<file path="src/rtl/debounce_pkg.sv">
// Shared constants, width helpers and hold-phase encoding for the multi-channel debouncer.
package debounce_pkg;

  localparam int unsigned DEF_STABLE_CYCLES = 50;
  localparam int unsigned DEF_SYNC_STAGES   = 2;

  typedef enum logic {
    HOLD_WAIT,
    HOLD_REPEAT
  } hold_state_t;

  // Bits needed to hold values 0..max_val, never less than one.
  function automatic int unsigned count_width(input int unsigned max_val);
    return (max_val == 0) ? 1 : $clog2(max_val + 1);
  endfunction

  function automatic int unsigned max3(input int unsigned a, input int unsigned b,
                                       input int unsigned c);
    int unsigned m;
    m = (a > b) ? a : b;
    return (m > c) ? m : c;
  endfunction

endpackage

</file>
<file path="src/rtl/debounce_channel.sv">
// One debouncer channel: synchroniser, stability counter, edge pulses and hold/repeat timing.
module debounce_channel
  import debounce_pkg::*;
#(
  parameter int unsigned SYNC_STAGES   = DEF_SYNC_STAGES,
  parameter int unsigned STABLE_CYCLES = DEF_STABLE_CYCLES,
  parameter int unsigned HOLD_CYCLES   = 0,
  parameter int unsigned REPEAT_CYCLES = 0,
  parameter int unsigned ACTIVE_LOW    = 0
) (
  input  logic clk,
  input  logic reset,
  input  logic btn_in,
  output logic btn_level,
  output logic press_pulse,
  output logic release_pulse,
  output logic hold_pulse,
  output logic repeat_pulse
);

  localparam int unsigned CW = count_width(STABLE_CYCLES);
  localparam int unsigned HW = count_width(max3(HOLD_CYCLES, REPEAT_CYCLES, 1));
  localparam logic [CW-1:0] STABLE_MAX  = CW'(STABLE_CYCLES);
  localparam logic [HW-1:0] HOLD_LAST   = HW'((HOLD_CYCLES > 0) ? HOLD_CYCLES - 1 : 0);
  localparam logic [HW-1:0] REPEAT_LAST = HW'((REPEAT_CYCLES > 0) ? REPEAT_CYCLES - 1 : 0);
  localparam logic INVERT = (ACTIVE_LOW != 0);

  logic [SYNC_STAGES-1:0] sync;
  logic                   s;
  logic                   cand, cand_n;
  logic [CW-1:0]          cnt, cnt_n;
  hold_state_t            hstate, hstate_n;
  logic [HW-1:0]          hcnt, hcnt_n;
  logic                   level_n, press_n, release_n, hold_n, repeat_n;

  assign s = sync[SYNC_STAGES-1];

  always_ff @(posedge clk) begin
    if (reset) begin
      sync          <= '0;
      cand          <= 1'b0;
      cnt           <= '0;
      hstate        <= HOLD_WAIT;
      hcnt          <= '0;
      btn_level     <= 1'b0;
      press_pulse   <= 1'b0;
      release_pulse <= 1'b0;
      hold_pulse    <= 1'b0;
      repeat_pulse  <= 1'b0;
    end else begin
      sync          <= {sync[SYNC_STAGES-2:0], btn_in ^ INVERT};
      cand          <= cand_n;
      cnt           <= cnt_n;
      hstate        <= hstate_n;
      hcnt          <= hcnt_n;
      btn_level     <= level_n;
      press_pulse   <= press_n;
      release_pulse <= release_n;
      hold_pulse    <= hold_n;
      repeat_pulse  <= repeat_n;
    end
  end

  always_comb begin
    cand_n    = cand;
    cnt_n     = cnt;
    level_n   = btn_level;
    press_n   = 1'b0;
    release_n = 1'b0;
    hstate_n  = hstate;
    hcnt_n    = hcnt;
    hold_n    = 1'b0;
    repeat_n  = 1'b0;

    if (s != cand) begin
      cand_n = s;
      cnt_n  = '0;
    end else if (cnt < STABLE_MAX) begin
      cnt_n = cnt + 1'b1;
    end else if (btn_level != cand) begin
      level_n   = cand;
      press_n   = cand;
      release_n = ~cand;
    end

    // Hold timing keys off the next level so a release suppresses any pulse on its own edge;
    // counting starts the edge after the press so hold lands HOLD_CYCLES edges later.
    if (HOLD_CYCLES == 0 || !level_n) begin
      hstate_n = HOLD_WAIT;
      hcnt_n   = '0;
    end else if (!btn_level) begin
      hcnt_n = '0;
    end else if (hstate == HOLD_WAIT) begin
      if (hcnt == HOLD_LAST) begin
        hold_n   = 1'b1;
        hstate_n = HOLD_REPEAT;
        hcnt_n   = '0;
      end else begin
        hcnt_n = hcnt + 1'b1;
      end
    end else if (REPEAT_CYCLES != 0) begin
      if (hcnt == REPEAT_LAST) begin
        repeat_n = 1'b1;
        hcnt_n   = '0;
      end else begin
        hcnt_n = hcnt + 1'b1;
      end
    end
  end

endmodule

</file>
<file path="src/rtl/debounce_multi.sv">
// Multi-channel debouncer: NUM_CH independent channels side by side.
module debounce_multi
  import debounce_pkg::*;
#(
  parameter int unsigned NUM_CH        = 4,
  parameter int unsigned SYNC_STAGES   = DEF_SYNC_STAGES,
  parameter int unsigned STABLE_CYCLES = DEF_STABLE_CYCLES,
  parameter int unsigned HOLD_CYCLES   = 0,
  parameter int unsigned REPEAT_CYCLES = 0,
  parameter int unsigned ACTIVE_LOW    = 0
) (
  input  logic              clk,
  input  logic              reset,
  input  logic [NUM_CH-1:0] btn_in,
  output logic [NUM_CH-1:0] btn_level,
  output logic [NUM_CH-1:0] press_pulse,
  output logic [NUM_CH-1:0] release_pulse,
  output logic [NUM_CH-1:0] hold_pulse,
  output logic [NUM_CH-1:0] repeat_pulse
);

  for (genvar g = 0; g < NUM_CH; g++) begin : g_ch
    debounce_channel #(
      .SYNC_STAGES  (SYNC_STAGES),
      .STABLE_CYCLES(STABLE_CYCLES),
      .HOLD_CYCLES  (HOLD_CYCLES),
      .REPEAT_CYCLES(REPEAT_CYCLES),
      .ACTIVE_LOW   (ACTIVE_LOW)
    ) u_ch (
      .clk          (clk),
      .reset        (reset),
      .btn_in       (btn_in[g]),
      .btn_level    (btn_level[g]),
      .press_pulse  (press_pulse[g]),
      .release_pulse(release_pulse[g]),
      .hold_pulse   (hold_pulse[g]),
      .repeat_pulse (repeat_pulse[g])
    );
  end

endmodule

</file>
<file path="config.mk">
export PLATFORM = sky130hd
export DESIGN_NAME = debounce_multi
export DESIGN_NICKNAME = d
export VERILOG_FILES = /design/src/rtl/debounce_pkg.sv /design/src/rtl/debounce_channel.sv /design/src/rtl/debounce_multi.sv
export SDC_FILE = /design/constraint.sdc
export NUM_CORES = 1
export LEC_CHECK = 0
export ABC_AREA = 1
export CAP_MARGIN = 20
export CORE_MARGIN = 5
export CORE_UTILIZATION = 39
export CTS_BUF_LIST = sky130_fd_sc_hd__clkbuf_4 sky130_fd_sc_hd__clkbuf_8
export DETAILED_ROUTE_END_ITERATION = 10
export MAX_ROUTING_LAYER = met4
export PLACE_DENSITY_LB_ADDON = 0.25
export SLEW_MARGIN = 20
export SYNTH_ARGS = -nofsm -noshare
export SYNTH_HDL_FRONTEND = slang
export SYNTH_HIERARCHICAL = 1
export SYNTH_SLANG_ARGS = --single-unit
</file>
<file path="constraint.sdc">
create_clock -name clk -period 1.35 [get_ports clk]
set_clock_uncertainty 0.05 [all_clocks]
set_input_delay 0.2025 -clock clk [delete_from_list [all_inputs] [get_ports clk]]
set_output_delay 0.2025 -clock clk [all_outputs]
set_load 0.02 [all_outputs]
</file>
# ---- Word level (Yosys, flattened, before mapping)
# Index checks and enable logic that the tools add are counted.
# W data, S select, Z words.
dict set report word_totals {
  regBits 48
  in_bits 6
  out_inout_bits 20
}
dict set report classes {
  n_addsub 4
  order_cmp 4
  eq_ne 8
  n_bitwise 16
  n_reduce_logical 12
}
# operator count
set op_table {}
lappend op_table {{$add A6 B1 Y6 const B} 4}
lappend op_table {{$lt A6 B6 Y1 const B} 4}
lappend op_table {{$not A1 Y1} 16}
lappend op_table {{$reduce_or A4 Y1} 4}
lappend op_table {{$reduce_and A3 Y1} 4}
lappend op_table {{$ne A1 B1 Y1} 8}
lappend op_table {{$reduce_or A2 Y1} 4}

# ---- Longest topological paths before layout
# Gate-level depths: netlist (run 1).
dict set report logic_depth {
  ltp_word 3
  mapped_depth 6
  ltp_nobuf 6
}

# ---- Modules after synthesis
# Netlist (run 1), hierarchy kept.
# module n_inst cells_each area_each_um2 seq_area_each_um2
set by_module_without_submodules {}
lappend by_module_without_submodules {debounce_channel 4 74 541.8 240.2}

# ---- Least setup slack after synthesis (run 1)
# No wires, ideal clock.
dict set report synth_path {
  kind {register to register}
  from {reg g_ch[0].u_ch.cnt[0]}
  to {reg g_ch[0].u_ch.cnt[4]}
  setup_ns 0.118
  t_arrival_ns 0.868
  path_slack_ns 0.313
  stages_incl_launch_ff 7
  path_buffers 0
  period_less_slack_ns 1.037
  cell_sequence {dfxtp_1 ha_1 nand3_1 nand2_1 nand2_2 nor2_1 nor2_1}
}
dict set report synth_between {
  elab_chain_cells 1
}
# item line
set synth_lines {}
lappend synth_lines {{start: declaration} debounce_channel.sv:31} ;# logic [CW-1:0] cnt, cnt_n;
lappend synth_lines {{start signal: assignment} debounce_channel.sv:53} ;# cnt <= cnt_n;
lappend synth_lines {{$add A6 B1 Y6 or $lt A6 B6 Y1 (tied branches)} {debounce_channel.sv:79, debounce_channel.sv:78}}
# Parallel ways exist; a longest one is shown, timed or not.
# A chain may end at the register's enable or synchronous reset.

# ---- Worst setup path after layout (run 1)
dict set report layout_path {
  from {reg g_ch[0].u_ch.btn_level}
  to {out btn_level[0]}
}
# item line
set layout_lines {}
lappend layout_lines {{start: declaration} debounce_channel.sv:14} ;# output logic btn_level,
lappend layout_lines {{start signal: assignment} debounce_channel.sv:56} ;# btn_level <= level_n;
lappend layout_lines {{end: declaration} debounce_multi.sv:15} ;# output logic [NUM_CH-1:0] btn_level,
# No word-level cell between the ends.

==> flow_summary.ini, run 1 <==
[power_and_ir_drop]
fin_total_pwr_uw = 2750
p_leak_uw = 0.00119
power_density_nw_per_um2 = 1090
peakVddDrop_v = 0.000513

[placement]
post-dp-hpwl_mm = 2.71
routabilityCongestion = 0.784
io_buffers = 17
dpl_cell_area_um2 = 2420

[routing]
first_iter_violations = 54
wl_per_cell_um = 8.94
via_per_inst = 4.26
antenna_left = 0
wirelength_mm = 3.50
vias = 1669
drc = 0
first_pass_iters = 4

[cts]
root_buffer = clkbuf_8
cts_max_path_buffers = 2
cts_buffers = 5
clock_latency_ns = 0.30
ctsHoldBuffers = 0
post_cts_resized = 12
cts_sinks = 48
cts_setup_buffers = 0
cts_tree = done
htree_levels = 2
cts.clk_slew.worst_paths_ns = 0.09

[job]
maxCapViolations = 0

[hold_path]
hold_path_class = primary input to register
worstHoldStart = btn_in[0]
min_path_cells = 3
hold_end = g_ch[0].u_ch/sync[0]$_SDFF_PP0_

[sta]
min_period_ns = 1.24
rsz0062_at_grt = no
holdWs_ns = 0.356
finalHoldViolCount = 0
slew_viol_final = 0
fin_tns_setup_ns = 0
max_clock_freq_mhz = 807
finalSetupViolCount = 0
timing.final.crit_share = 0.917

[floorplan]
start_util = 0.398
row_count = 27
die_area_um2 = 7150
die_w_um = 84.5
core_region_area_um2 = 5440
num_io_pins = 26
fp.dieH_um = 84.5

[final_layout]
multi_input_area_um2 = 966
area_growth_pct = 16.0
final_layout_size_suffix_gt1_frac = 0.147
utilization = 0.462
final_area_um2 = 2510
nets = 329
fill_cells = 543
antenna_cells = 0
final-seq-area_um2 = 961

[synthesis]
syn_inst = 296
seq_area_frac_synth = 0.443
yosysTopAreaCell = dfxtp_1
ys_seq_elements = 48
synth_top_area_share = 0.443
synth.area.top_cells = dfxtp_1, nand2_1, inv_1
avgSynthCellArea_um2 = 7.32
netlist_area_um2 = 2170
yosysWarningCount = 6
synth_cell_type_count = 19

[worst_setup_path]
worst_setup_path_start_kind = register
r2r_start = g_ch[3].u_ch/cnt[1]$_SDFFE_PP0N_
critPathTopFamily = flip-flops
slowest_delay_ns = 0.35
reg2reg_setup_slack_ns = 0.15
endpoint_kind = output pin
crit_fanout = 2
cp_num_buf_inv = 1
reg2reg_depth = 6
path_cells = dlygate4sd2_1
r2r_end = g_ch[3].u_ch/cnt[4]$_SDFFE_PP0N_
slowest_stage = dfxtp_1
arrival_ns = 0.99
criticalPathCategory = register to output pin
critPathRequiredTime_ns = 1.10

[grt]
overflow = 0
grt_pass1_wl_mm = 6.20
grt_max_degree = 21
grt_use_total = 0.108
grt_pass1_vias = 1500
antenna_found_initial = 0

[status]
outcome = finished clean
[synth_stat cells]
cell and n:
nand2_1 60, dfxtp_1 48, inv_1 44, nor2_1 44, a21oi_1 16, nand3_1 16, buf_4 8, inv_2 8
nand2_2 8, nor3_2 8, a21oi_2 4, conb_1 4, ha_1 4, nand2_4 4, nand4_1 4, nor2_2 4
nor3_1 4, o21ai_1 4, xor2_1 4
[cell type report]
type | instances | share of cell area
Multi-Input combinational cell | 192 | 0.384
Sequential cell | 48 | 0.382
Inverter | 52 | 0.0777
Timing Repair Buffer | 20 | 0.0757
Tap cell | 72 | 0.0358
Clock buffer | 5 | 0.0274
Clock inverter | 3 | 0.0169
[state kept, by name, summed over array words and instances (netlist names)]
register                 count
g_ch.u_ch/press_pulse        4
g_ch.u_ch/cnt               24
g_ch.u_ch/release_pulse      4
g_ch.u_ch/cand               4
g_ch.u_ch/sync               8
g_ch.u_ch/btn_level          4
[cell usage in the layout (no fill, tap or decap), types with 2 or more instances in the layout]
cell / n
clkdlybuf4s50_1: 5
nor2_1: 44
a21oi_2: 4
inv_2: 8
clkbuf_8: 5
nor3_1: 4
nand4_1: 4
nand2_1: 60
inv_1: 44
a21oi_1: 16
dfxtp_1: 48
buf_4: 2
nand2_4: 4
nor3_2: 8
nand3_1: 16
o21ai_1: 4
dlygate4sd2_1: 12
conb_1: 8
nand2_2: 8
xor2_1: 4
ha_1: 4
nor2_2: 4
[layer usage]
layer,part of all wire,wire length (µm),track usage
met1,0.49,1710,0.130
met2,0.45,1590,0.170
met3,0.046,160,0.0304
met4,0.013,44,0.0475
met5,0,0,-
[report_power, final]
part           switching, µW  internal (µW)  leakage [µW]
clock network            474            548     0.0000541
registers               44.5           1460      0.000391
logic                    141           86.6      0.000750
total                    660           2090       0.00119
[worst register-to-register path, delay by kind of cell, from the launching register on]
family                     cells  cell delay [ns]
DFF                            1             0.42
and+or+nand+nor                5             0.40
adders and majority gates      1             0.22
[how the worst max path moves through the flow]
stage                                              startpoint                          endpoint  slack (ns)  cells after the start
after global placement                                  reset  g_ch[1].u_ch/cnt[1]$_SDFFE_PP0N_        0.03                      5
after detailed placement                                reset  g_ch[0].u_ch/cnt[4]$_SDFFE_PP0N_       0.005                      5
after CTS                 g_ch[0].u_ch/btn_level$_SDFFE_PP0P_                      btn_level[0]        0.08                      1
after global routing         g_ch[3].u_ch/cnt[1]$_SDFFE_PP0N_  g_ch[3].u_ch/cnt[4]$_SDFFE_PP0N_        0.03                      6
after floorplan              g_ch[0].u_ch/cnt[0]$_SDFFE_PP0N_  g_ch[0].u_ch/cnt[4]$_SDFFE_PP0N_        0.31                      6
final                     g_ch[0].u_ch/btn_level$_SDFFE_PP0P_                      btn_level[0]        0.11                      1
[stage by stage]
step                      setup WS, ns  instances
final                            0.111        392
after global routing            0.0267        392
after CTS                       0.0800        392
after detailed placement       0.00525        384
after global placement          0.0265        384
after floorplan                  0.313        300
[cell families after synthesis]
logic type | Yosys count | synth area share
xor+xnor | 4 | 0.0162
buf+inv | 60 | 0.118
simple gates | 152 | 0.330
compound gates | 24 | 0.0624
flops | 48 | 0.443
other cells | 4 | 0.00693
fa+ha+maj | 4 | 0.0231
(Power assumes the default switching activity.)
==> run 2, diff against run 1 <==
--- a/config.mk
+++ b/config.mk
@@ -6,6 +6,7 @@
 export NUM_CORES = 1
 export LEC_CHECK = 0
 export ABC_AREA = 1
+export ABC_CLOCK_PERIOD_IN_PS = 1350
 export CAP_MARGIN = 20
 export CORE_MARGIN = 5
 export CORE_UTILIZATION = 39
==> results of run 2 <==
No change in the layout: final DEF, timing and power equal those of run 1.
==> run 3, diff against run 2 <==
--- a/config.mk
+++ b/config.mk
@@ -6,7 +6,7 @@
 export NUM_CORES = 1
 export LEC_CHECK = 0
 export ABC_AREA = 1
-export ABC_CLOCK_PERIOD_IN_PS = 1350
+export ABC_CLOCK_PERIOD_IN_PS = 1100
 export CAP_MARGIN = 20
 export CORE_MARGIN = 5
 export CORE_UTILIZATION = 39
@@ -14,6 +14,7 @@
 export DETAILED_ROUTE_END_ITERATION = 10
 export MAX_ROUTING_LAYER = met4
 export PLACE_DENSITY_LB_ADDON = 0.25
+export SKIP_CTS_REPAIR_TIMING = 1
 export SLEW_MARGIN = 20
 export SYNTH_ARGS = -nofsm -noshare
 export SYNTH_HDL_FRONTEND = slang
==> constraint.sdc (replaced) <==
create_clock -name clk -period 1.1 [get_ports clk]
set_clock_uncertainty 0.05 [all_clocks]
set_input_delay 0.165 -clock clk [delete_from_list [all_inputs] [get_ports clk]]
set_output_delay 0.165 -clock clk [all_outputs]
set_load 0.02 [all_outputs]
==> flow_summary.ini, run 3 (synthesis results as in run 1) <==
[status]
outcome = finished clean

[routing]
wirelength_mm = 3.93
vias = 1761
drc = 0
first_iter_violations = 51
antenna_left = 0
wl_per_cell_um = 9.68
first_pass_iters = 4
via_per_inst = 4.34

[worst_setup_path]
cp.depth = 7
critPathTopFamily = flip-flops
criticalPathCategory = register to register
reg2reg_depth = 7
critPathRequiredTime_ns = 1.24
arrival_ns = 1.20
r2r_end = g_ch[3].u_ch/cnt[4]$_SDFFE_PP0N_
slowest_stage = dfxtp_4
crit_fanout = 6
worst_setup_path_start_kind = register
path_cells = buf_6, inv_4, nand2_4, nand2_4, nand2_2, nor2_2, nor2_1
reg2reg_setup_slack_ns = 0.04
slowest_delay_ns = 0.37
crit_top_cell = nand2_4
r2r_start = g_ch[3].u_ch/cnt[1]$_SDFFE_PP0N_
endpoint_kind = register
crit_path_start = g_ch[3].u_ch/cnt[1]$_SDFFE_PP0N_
cp_num_buf_inv = 2

[floorplan]
start_util = 0.398
die_w_um = 84.5
fp.dieH_um = 84.5
row_count = 27
die_area_um2 = 7150
num_io_pins = 26
core_region_area_um2 = 5440

[cts]
root_buffer = clkbuf_8
clock_latency_ns = 0.30
htree_levels = 2
cts_sinks = 48
cts.clk_slew.worst_paths_ns = 0.09
cts_buffers = 5
cts_max_path_buffers = 2
cts_tree = done

[placement]
dp_cells = 396
routabilityCongestion = 0.824
post-dp-hpwl_mm = 2.85
dpl_cell_area_um2 = 2490
io_buffers = 17
pre_cts_ws_ns = -0.204

[power_and_ir_drop]
p_leak_uw = 0.00138
power_density_nw_per_um2 = 1270
peakVddDrop_v = 0.000660

[hold_path]
hold_end = g_ch[3].u_ch/sync[0]$_SDFF_PP0_
hold_path_class = primary input to register
min_path_cells = 3
worstHoldStart = btn_in[3]

[sta]
finalHoldViolCount = 0
max_clock_freq_mhz = 942
timing.final.crit_share = 0.965
finalSetupViolCount = 0
rsz0062_at_grt = yes
min_period_ns = 1.06
slew_viol_final = 0
setup_slack_ns = 0.0390

[final_layout]
final_area_um2 = 2770
reg_top3 = g_ch.u_ch/cnt x24, g_ch.u_ch/sync x8
layout_common_cells = nand2_1, inv_1, nor2_1
utilization = 0.509
final_layout_size_suffix_gt1_frac = 0.299
area_growth_pct = 27.8
antenna_cells = 0
largest_reg_flops = 24
nets = 343
largest_register = g_ch.u_ch/cnt
layout_commonest_cell = nand2_1
fin_cells = 406

[grt]
antenna_found_initial = 0
grt_pass1_vias = 1543
grt_pass1_wl_mm = 6.39
grt_max_degree = 16
grt_use_total = 0.111
overflow = 0

[job]
maxCapViolations = 0
[run 3: changes by cell type in the layout (fill, tap and decap cells not counted), sizes merged]
cell          before  now
buf                3   17
dlygate4sd2       12    0
clkbuf             5    9
dlymetal6s2s       0    8
[run 3: layer usage]
layer,wire (µm),vias to the layer above,GRT usage
met4,40,0,0.0388
met1,1900,767,0.142
met5,0,-,-
met3,182,2,0.0353
li1,-,960,-
met2,1810,32,0.164
[run 3: report_power, final]
group	leakage, µW	internal (µW)	switching, µW	total, µW
Combinational	0.000924	178	223	402
Clock	0.0000541	673	593	1270
Sequential	0.000398	1800	54.2	1850
[run 3: worst max path at each step]
stage | endpoint
floorplan | g_ch[0].u_ch/cnt[4]$_SDFFE_PP0N_
global placement | g_ch[1].u_ch/cnt[4]$_SDFFE_PP0N_
detailed placement | g_ch[2].u_ch/cnt[4]$_SDFFE_PP0N_
CTS | btn_level[0]
global route | g_ch[3].u_ch/cnt[4]$_SDFFE_PP0N_
finish | g_ch[3].u_ch/cnt[4]$_SDFFE_PP0N_
[run 3: cell type report]
| type | count | area, µm² |
|---|---|---|
| fill | 523 | 2670 |
| multi-input combinational | 192 | 1070 |
| sequential | 48 | 987 |
| timing repair buffer | 34 | 305 |
| inverter | 52 | 200 |
| tap | 72 | 90.1 |
| clock buffer | 5 | 68.8 |
| clock inverter | 3 | 42.5 |
[run 3: worst register-to-register path, delay by kind of cell (launching register included)]
| family | cells | cell delay (ns) |
|---|---|---|
| flops | 1 | 0.37 |
| buf+inv | 2 | 0.18 |
| simple gates | 5 | 0.37 |
[run 3: per-stage QoR]
stage / power (µW) / hold WS (ns) / TNS (ns)
after floorplan: 2100 / 0.186 / 0
after global placement: 2200 / 0.339 / -5.27
after detailed placement: 2210 / 0.342 / -5.96
after CTS: 3480 / 0.317 / -4.28
after global routing: 3680 / 0.316 / -0.0278
final: 3520 / 0.326 / 0
